## src/rtl/mem_sp_param.sv

```systemverilog
// Single-port byte-writable RAM that zero-fills itself after reset, with optional per-byte
// even parity enabled by defining MEM_PARITY_EN; RD_LAT selects async (0) or registered (1) read.
module mem_sp_param #(
  parameter int DATA_W = 32,
  parameter int ADDR_W = 4,
  parameter int RD_LAT = 0
) (
  input  logic                  clk,
  input  logic                  rst_n,
  input  logic                  en,
  input  logic                  wr_enb,
  input  logic [ADDR_W-1:0]     addr,
  input  logic [DATA_W-1:0]     wr_data,
  input  logic [DATA_W/8-1:0]   wr_be,
  input  logic                  par_inj,
  output logic [DATA_W-1:0]     rd_data,
  output logic                  rd_valid,
  output logic                  ready,
  output logic                  par_err
);

  localparam int DEPTH = 2 ** ADDR_W;
  localparam int NB    = DATA_W / 8;
`ifdef MEM_PARITY_EN
  localparam int LW = 9;
`else
  localparam int LW = 8;
`endif

  generate
    if (RD_LAT != 0 && RD_LAT != 1) begin : g_bad_lat
      $error("mem_sp_param: RD_LAT must be 0 or 1");
    end
    if (DATA_W % 8 != 0 || DATA_W < 8) begin : g_bad_width
      $error("mem_sp_param: DATA_W must be a non-zero multiple of 8");
    end
  endgenerate

  typedef enum logic {INIT, RUN} state_t;

  state_t              state_reg, state_next;
  logic [ADDR_W-1:0]   cnt_reg, cnt_next;
  logic                init_we;
  logic                wr_go;
  logic                rd_go;
  logic [ADDR_W-1:0]   mem_addr;
  logic [DATA_W-1:0]   rd_word;
  logic [NB-1:0]       lane_err;
  logic                any_err;

  always_ff @(posedge clk or negedge rst_n) begin
    if (!rst_n) begin
      state_reg <= INIT;
      cnt_reg   <= '0;
    end else begin
      state_reg <= state_next;
      cnt_reg   <= cnt_next;
    end
  end

  // The clear counter walks every word once; leaving INIT follows the last word's clear.
  always_comb begin
    state_next = state_reg;
    cnt_next   = cnt_reg;
    case (state_reg)
      INIT: begin
        cnt_next = cnt_reg + 1'b1;
        if (cnt_reg == '1) state_next = RUN;
      end
      RUN:     state_next = RUN;
      default: state_next = INIT;
    endcase
  end

  always_comb begin
    ready   = 1'b0;
    init_we = 1'b0;
    case (state_reg)
      INIT:    init_we = 1'b1;
      RUN:     ready   = 1'b1;
      default: init_we = 1'b1;
    endcase
  end

  assign wr_go    = ready & en & wr_enb;
  assign rd_go    = ready & en & ~wr_enb;
  assign mem_addr = init_we ? cnt_reg : addr;

  genvar gi;
  generate
    for (gi = 0; gi < NB; gi++) begin : g_lane
      logic [LW-1:0] ram [DEPTH];
      logic [LW-1:0] wr_lane;
      logic [LW-1:0] rd_lane;
      logic          we;

      assign we = init_we | (wr_go & wr_be[gi]);
`ifdef MEM_PARITY_EN
      // Stored bit makes the 9-bit lane even; par_inj flips it to plant an error.
      assign wr_lane = init_we ? '0 : {(^wr_data[8*gi +: 8]) ^ par_inj, wr_data[8*gi +: 8]};
      assign lane_err[gi] = rd_lane[8] ^ (^rd_lane[7:0]);
`else
      assign wr_lane = init_we ? '0 : wr_data[8*gi +: 8];
      assign lane_err[gi] = 1'b0;
`endif

      always_ff @(posedge clk) begin
        if (we) ram[mem_addr] <= wr_lane;
      end

      assign rd_lane              = ram[addr];
      assign rd_word[8*gi +: 8]   = rd_lane[7:0];
    end
  endgenerate

`ifdef MEM_PARITY_EN
  assign any_err = |lane_err;
`else
  logic unused_par;
  assign unused_par = par_inj ^ (|lane_err);
  assign any_err    = 1'b0;
`endif

  generate
    if (RD_LAT == 1) begin : g_rd_reg
      logic [DATA_W-1:0] rd_data_reg;
      logic              rd_valid_reg;
      logic              par_err_reg;

      // Output register keeps the last read word between reads.
      always_ff @(posedge clk or negedge rst_n) begin
        if (!rst_n) begin
          rd_data_reg  <= '0;
          rd_valid_reg <= 1'b0;
          par_err_reg  <= 1'b0;
        end else begin
          rd_valid_reg <= rd_go;
          par_err_reg  <= rd_go & any_err;
          if (rd_go) rd_data_reg <= rd_word;
        end
      end

      assign rd_data  = rd_data_reg;
      assign rd_valid = rd_valid_reg;
      assign par_err  = par_err_reg;
    end else begin : g_rd_comb
      assign rd_data  = rd_word;
      assign rd_valid = rd_go;
      assign par_err  = rd_go & any_err;
    end
  endgenerate

endmodule

```

## config.mk

```make
export PLATFORM = sky130hd
export DESIGN_NAME = mem_sp_param
export DESIGN_NICKNAME = d
export VERILOG_FILES = /design/src/rtl/mem_sp_param.sv
export SDC_FILE = /design/constraint.sdc
export NUM_CORES = 1
export LEC_CHECK = 0
export ABC_AREA = 1
export CAP_MARGIN = 20
export CORE_MARGIN = 2
export CORE_UTILIZATION = 42
export DETAILED_ROUTE_END_ITERATION = 16
export GPL_TIMING_DRIVEN = 0
export HOLD_SLACK_MARGIN = 0.06
export SYNTH_ARGS = -nofsm -noshare
export SYNTH_HDL_FRONTEND = slang
export SYNTH_SLANG_ARGS = --single-unit
```

## constraint.sdc

```tcl
create_clock -name clk -period 3.8 [get_ports clk]
set_input_delay 0.76 -clock clk [delete_from_list [all_inputs] [get_ports clk]]
set_output_delay 0.76 -clock clk [all_outputs]
set_load 0.005 [all_outputs]
```

==> flow_metrics.env, run 1 <==
export IMPL_run_status="completed"
export IMPL_nets=2453
export IMPL_ctsHoldBuffers=0
export IMPL_ios=80
export IMPL_largest_reg_flops=512
export IMPL_drive_above_1_share=0.0804
export IMPL_arrival_ns=2.94
export IMPL_root_buffer="clkbuf_16"
export IMPL_cp_num_buf_inv=4
export IMPL_placed_cell_area_um2=24400
export IMPL_syn_area_um2=22700
export IMPL_ys_ff_latch=517
export IMPL_hold_viol_final=0
export IMPL_vias=16200
export IMPL_routedWlPerCell_um=22.0
export IMPL_synth_cell_types=22
export IMPL_fmax_mhz=271
export IMPL_gp_congestion=0.899
export IMPL_yosys_area_top_type="edfxtp_1"
export IMPL_post_synth_inst_count=2261
export IMPL_dieArea_um2=56000
export IMPL_grt_pass1_wl_mm=101
export IMPL_grtUsageTotal=0.250
export IMPL_grt_pass1_vias=15700
export IMPL_total_power_uw=12200
export IMPL_max_cap_violations=0
export IMPL_clock_skew_ns=0.0113
export IMPL_crit_path_max_fanout=10
export IMPL_period_needed_ns=3.70
export IMPL_final_cell_area_um2=26300
export IMPL_hpwl_mm=46.0
export IMPL_detail_route_vias_per_cell=5.16
export IMPL_relSlewSlack=0.204
export IMPL_numCtsBuffers=55
export IMPL_die_h_um=237
export IMPL_synth_nets=2307
export IMPL_min_path_type="input port to async pin"
export IMPL_cp_required_ns=3.04
export IMPL_die_x_um=237
export IMPL_yosysSeqAreaShare=0.682
export IMPL_setup_viol=0
export IMPL_grt_max_degree=17
export IMPL_rsz0062_at_grt="no"
export IMPL_path_class="input port to output port"
export IMPL_report_final_slew_viol_count=0
export IMPL_worst_pin_slew_ns=1.19
export IMPL_slowest_stage="clkdlybuf4s50_1"
export IMPL_p_leak_uw=0.0113
export IMPL_htreeDepth=2
export IMPL_synthTopCellsByArea="edfxtp_1, nand2_1, nand3_1, inv_1, buf_2"
export IMPL_clk_latency_ns=0.61
export IMPL_cts_tree="built"
export IMPL_grt_overflow=0
export IMPL_wl_mm=69.1
export IMPL_drtIter0Drc=1843
export IMPL_clk_pin_slew_worst_paths_ns=0.06
export IMPL_drc=0
export IMPL_io_buffers=75
export IMPL_initial_core_util=0.424
export IMPL_period_share=0.973
export IMPL_powerDensity_nw_per_um2=464
export IMPL_max_vdd_ir_drop_uv=355
export IMPL_syn_avg_cell_area_um2=10.0
export IMPL_antenna_found_initial=0
export IMPL_worst_path_largest_cell_delay_ns=0.55
export IMPL_num_antenna_cells=0
export IMPL_syn2layout_area_growth_pct=15.9
export IMPL_crit_path_end_kind="output port"
export IMPL_yosys_warnings=0
export IMPL_crit_chain="clkdlybuf4s50_1 -> clkinvlp_4 -> clkdlybuf4s15_2 -> nand3_1 -> nand3_1 -> nand2_1 -> clkdlybuf4s50_1"
export IMPL_critPathTopFamily="buffers and inverters"
export IMPL_fp_coreArea_um2=53600
export IMPL_ant_nets=0
export IMPL_drt_pre_antenna_iters=6
export IMPL_critPathLaunchType="input port"
export IMPL_clockBufferDepth=3
export IMPL_synth_top_area_share=0.677
export IMPL_rows=85
export IMPL_clock_sinks=517
## worst register-to-register path: cells and delay by family (launching register included)
kind / cells / cell delay, ns
compound gates: 1 / 0.26
buf+inv: 2 / 0.37
flops: 1 / 0.47
simple gates: 3 / 1.31
## through the flow
stage | hold WS (ns) | utilization | instances | setup WS [ns] | TNS [ns]
floorplan | 0.464 | - | 2261 | 1.39 | 0
global placement | 0.519 | 0.454 | 3032 | -0.799 | -20.75
detailed placement | 0.514 | 0.456 | 3040 | -0.711 | -18.62
CTS | 0.359 | 0.489 | 3143 | 0.0000211 | 0
global route | 0.363 | 0.491 | 3147 | 0.0327 | 0
finish | 0.371 | 0.491 | 3147 | 0.104 | 0
## synthesized netlist by cell type, drive strengths merged
cell type  instances
buf               71
xor2               1
edfxtp           512
inv              428
a21oi              2
ha                 1
xnor2              2
conb               1
clkbuf            44
nand2            728
a31oi              4
o21ai              3
nand3            386
dfrtp              5
nor2              73
## cell families (layout without fill, tap and decap cells)
group           Yosys count  count (layout)  share of synthesized area
flops                   517             517                      0.682
simple gates           1187            1187                      0.218
fa+ha+maj                 1               1                   0.000551
buf+inv                 543             733                     0.0935
xor+xnor                  3               3                    0.00116
other cells               1               1                   0.000165
compound gates            9               9                    0.00397
## path summary, 6_finish.rpt
kind | startpoint | to | slack [ns] | depth (start not counted)
hold reg to reg | cnt_reg[3]$_DFFE_PN0N_ | cnt_reg[3]$_DFFE_PN0N_ | 0.52 | 1
setup / recovery | addr[2] | rd_data[9] | 0.10 | 7
max in group asynchronous | rst_n | cnt_reg[3]$_DFFE_PN0N_ | 3.24 | 1
setup reg to reg | state_reg$_DFF_PN0_ | g_lane[2].ram[0][4]$_DFFE_PP_ | 0.99 | 6
hold / removal | rst_n | cnt_reg[1]$_DFFE_PN0N_ | 0.37 | 1
min in group clk | cnt_reg[3]$_DFFE_PN0N_ | cnt_reg[3]$_DFFE_PN0N_ | 0.52 | 1
## layout make-up
cell class	instances	area [µm²]
inverters	428	1610
clock inverters	32	193
well taps	696	871
flip-flops and latches	517	15500
clock buffers	69	1470
multi-input cells	1201	5100
plain buffers	113	656
repair buffers	91	933
fillers	4925	27300
## what timing repair did
action / in CTS / in global routing
pin swaps: 0 / 0
endpoints found under the setup margin: 32 / 27
setup buffers: 3 / 0
resized for setup: 59 / 43
## where the power goes
group | internal, µW | switching (µW)
sequential | 6280 | 1.08
clock | 2850 | 2190
combinational | 280 | 622
## per-layer routing
metal	up-vias	global-route usage	wire, µm
li1	7526	-	-
met1	7747	0.333	28300
met2	762	0.391	31300
met3	189	0.0593	6450
met4	0	0.109	3050
met5	-	0	0
## placed cells by master (no fill, tap or decap), types with 3 or more instances in the layout
cell / instances
clkdlybuf4s50_1: 74
clkinv_1: 20
nor2_1: 69
inv_2: 4
clkbuf_16: 57
nand2_1: 727
dfrtp_1: 5
clkbuf_4: 6
clkinv_2: 8
nor2_4: 3
a31oi_2: 4
inv_1: 423
nand3_1: 386
buf_6: 21
edfxtp_1: 512
buf_4: 15
buf_2: 57
clkbuf_1: 30
clkbuf_2: 8
(Power assumes the default switching activity.)
==> inputs of run 2 (changes only) <==
CTS_CLUSTER_DIAMETER = 120   (was unset)
==> results of run 2 <==
The final DEF is identical to that of run 1; final timing and power are the same.
==> inputs of run 3 (changes only) <==
CORE_MARGIN = 3   (was 2)
==> run 3 against run 2 <==
  * Clock power increased by 4.8%
  * Non-clock buffer count decreased by 3
  * Maximum frequency decreased by 2.6%
  * Die area increased by 1.7%
  * Setup slack got worse by 0.098 ns
  * Cell area increased by 0.12%
  * Worst hold slack improved by 0.0038 ns
  * Sequential power about the same
  * Sequential share of layout area decreased by 0.070 points
==> flow_metrics.env, run 3 (synthesized netlist as in run 1, its figures left out) <==
export IMPL_critPathLaunchType="input port"
export IMPL_placed_cell_area_um2=24400
export IMPL_min_path_type="input port to async pin"
export IMPL_drt_pre_antenna_iters=6
export IMPL_power_switching_uw=2790
export IMPL_crit_path_end_kind="output port"
export IMPL_crit_start="addr[3]"
export IMPL_fmax_mhz=264
export IMPL_fp_coreArea_um2=53100
export IMPL_total_power_uw=12400
export IMPL_ios=80
export IMPL_setup_viol=0
export IMPL_report_final_slew_viol_count=0
export IMPL_syn2layout_area_growth_pct=16.0
export IMPL_period_share=0.998
export IMPL_crit_path_max_fanout=10
export IMPL_clk_latency_ns=0.60
export IMPL_grt_pass1_wl_mm=99.0
export IMPL_worst_pin_slew_ns=1.15
export IMPL_die_h_um=239
export IMPL_arrival_ns=3.03
export IMPL_comb_power_share=0.072
export IMPL_ant_nets=0
export IMPL_layout_commonest_cell="nand2_1"
export IMPL_seqPwrFrac=0.504
export IMPL_io_buffers=75
export IMPL_clock_sinks=517
export IMPL_fin_ws_ns=0.00600
export IMPL_max_cap_violations=0
export IMPL_timing_rr_start="state_reg$_DFF_PN0_"
export IMPL_die_x_um=239
export IMPL_grt_pass1_vias=15400
export IMPL_fillers=4737
export IMPL_worst_path_largest_cell_delay_ns=0.82
export IMPL_initial_core_util=0.428
export IMPL_drc=0
export IMPL_detail_route_vias_per_cell=5.16
export IMPL_htreeDepth=2
export IMPL_drive_above_1_share=0.0818
export IMPL_clock_skew_ns=0.0171
export IMPL_grt_overflow=0
export IMPL_routedWlPerCell_um=22.0
export IMPL_antenna_found_initial=0
export IMPL_grtUsageTotal=0.240
export IMPL_path_class="input port to output port"
export IMPL_clockBufferDepth=3
export IMPL_crit_chain="clkbuf_1 -> buf_1 -> nand3_1 -> nand2_1 -> clkdlybuf4s50_1"
export IMPL_vias=16200
export IMPL_max_vdd_ir_drop_uv=335
export IMPL_hold_viol_final=0
export IMPL_clkPwrFrac=0.424
export IMPL_run_status="completed"
export IMPL_grt_max_degree=17
export IMPL_hpwl_mm=45.4
export IMPL_powerDensity_nw_per_um2=472
export IMPL_numCtsBuffers=54
export IMPL_p_sw_frac=0.224
export IMPL_internal_power_uw=9660
export IMPL_cts_tree="built"
export IMPL_nets=2449
export IMPL_largest_reg_flops=512
export IMPL_final_cell_mix="nand2_1, edfxtp_1, inv_1"
export IMPL_gp_congestion=0.920
export IMPL_place_ws_ns=-0.782
export IMPL_relSlewSlack=0.231
export IMPL_root_buffer="clkbuf_16"
export IMPL_period_needed_ns=3.79
export IMPL_drtIter0Drc=1733
export IMPL_rsz0062_at_grt="no"
export IMPL_final_cell_area_um2=26400
export IMPL_dieArea_um2=56900
export IMPL_wl_mm=68.8
export IMPL_p_leak_uw=0.0113
export IMPL_slowest_stage="buf_1"
export IMPL_clk_pin_slew_worst_paths_ns=0.06
export IMPL_rows=84
export IMPL_cp_required_ns=3.04
## run 3: metrics by stage
step	hold WS, ns	TNS, ns	instances	utilization
after global placement	0.512	-18.93	3024	0.458
after CTS	0.345	-0.000709	3130	0.495
after floorplan	0.464	0	2261	-
final	0.375	0	3135	0.497
after detailed placement	0.512	-18.23	3030	0.460
after global routing	0.365	0	3134	0.497
## run 3: cell type report
cell class | instances | area (µm²) | area share
antenna | 1 | 2.50 | 0.0000949
buffer | 113 | 642 | 0.0243
clock buffer | 75 | 1510 | 0.0573
clock inverter | 24 | 244 | 0.00925
inverter | 428 | 1610 | 0.0611
multi-input combinational | 1201 | 5100 | 0.193
sequential | 517 | 15500 | 0.588
tap | 688 | 861 | 0.0327
timing repair buffer | 88 | 897 | 0.0340
## run 3: what timing repair did
| item | CTS | global route |
|---|---|---|
| buffers inserted | 2 | 0 |
| hold buffers | 0 | 0 |
| setup endpoints to repair | 32 | 32 |
| resized for setup | 70 | 18 |
## run 3: critical path: cells and delay by family
kind	cells	cell delay, ns
simple gates	2	0.40
buf+inv	3	1.86
## run 3: routing by layer
layer,global-route usage,routed length (µm),vias up
met2,0.378,31200,837
met3,0.0480,7000,209
li1,-,-,7511
met1,0.321,27300,7632
met4,0.116,3410,0
met5,0,0,-
## run 3: power by group through the flow
stage                     Sequential (µW)  Clock, µW  Combinational (µW)
after floorplan                      6400          0                 438
after detailed placement             6400          0                 863
final                                6280       5280                 895
after CTS                            6280       5320                 883
after global placement               6400          0                 849
after global routing                 6280       5560                 957
## run 3: worst paths after layout
kind / to / slack, ns / cells after the start
setup / recovery: rd_data[23] / 0.006 / 5
hold / removal: cnt_reg[2]$_DFFE_PN0N_ / 0.37 / 1
setup reg to reg: g_lane[0].ram[0][3]$_DFFE_PP_ / 1.01 / 7
hold reg to reg: cnt_reg[0]$_DFFE_PN0N_ / 0.51 / 1
max in group asynchronous: cnt_reg[0]$_DFFE_PN0N_ / 3.23 / 1
min in group clk: cnt_reg[0]$_DFFE_PN0N_ / 0.51 / 1
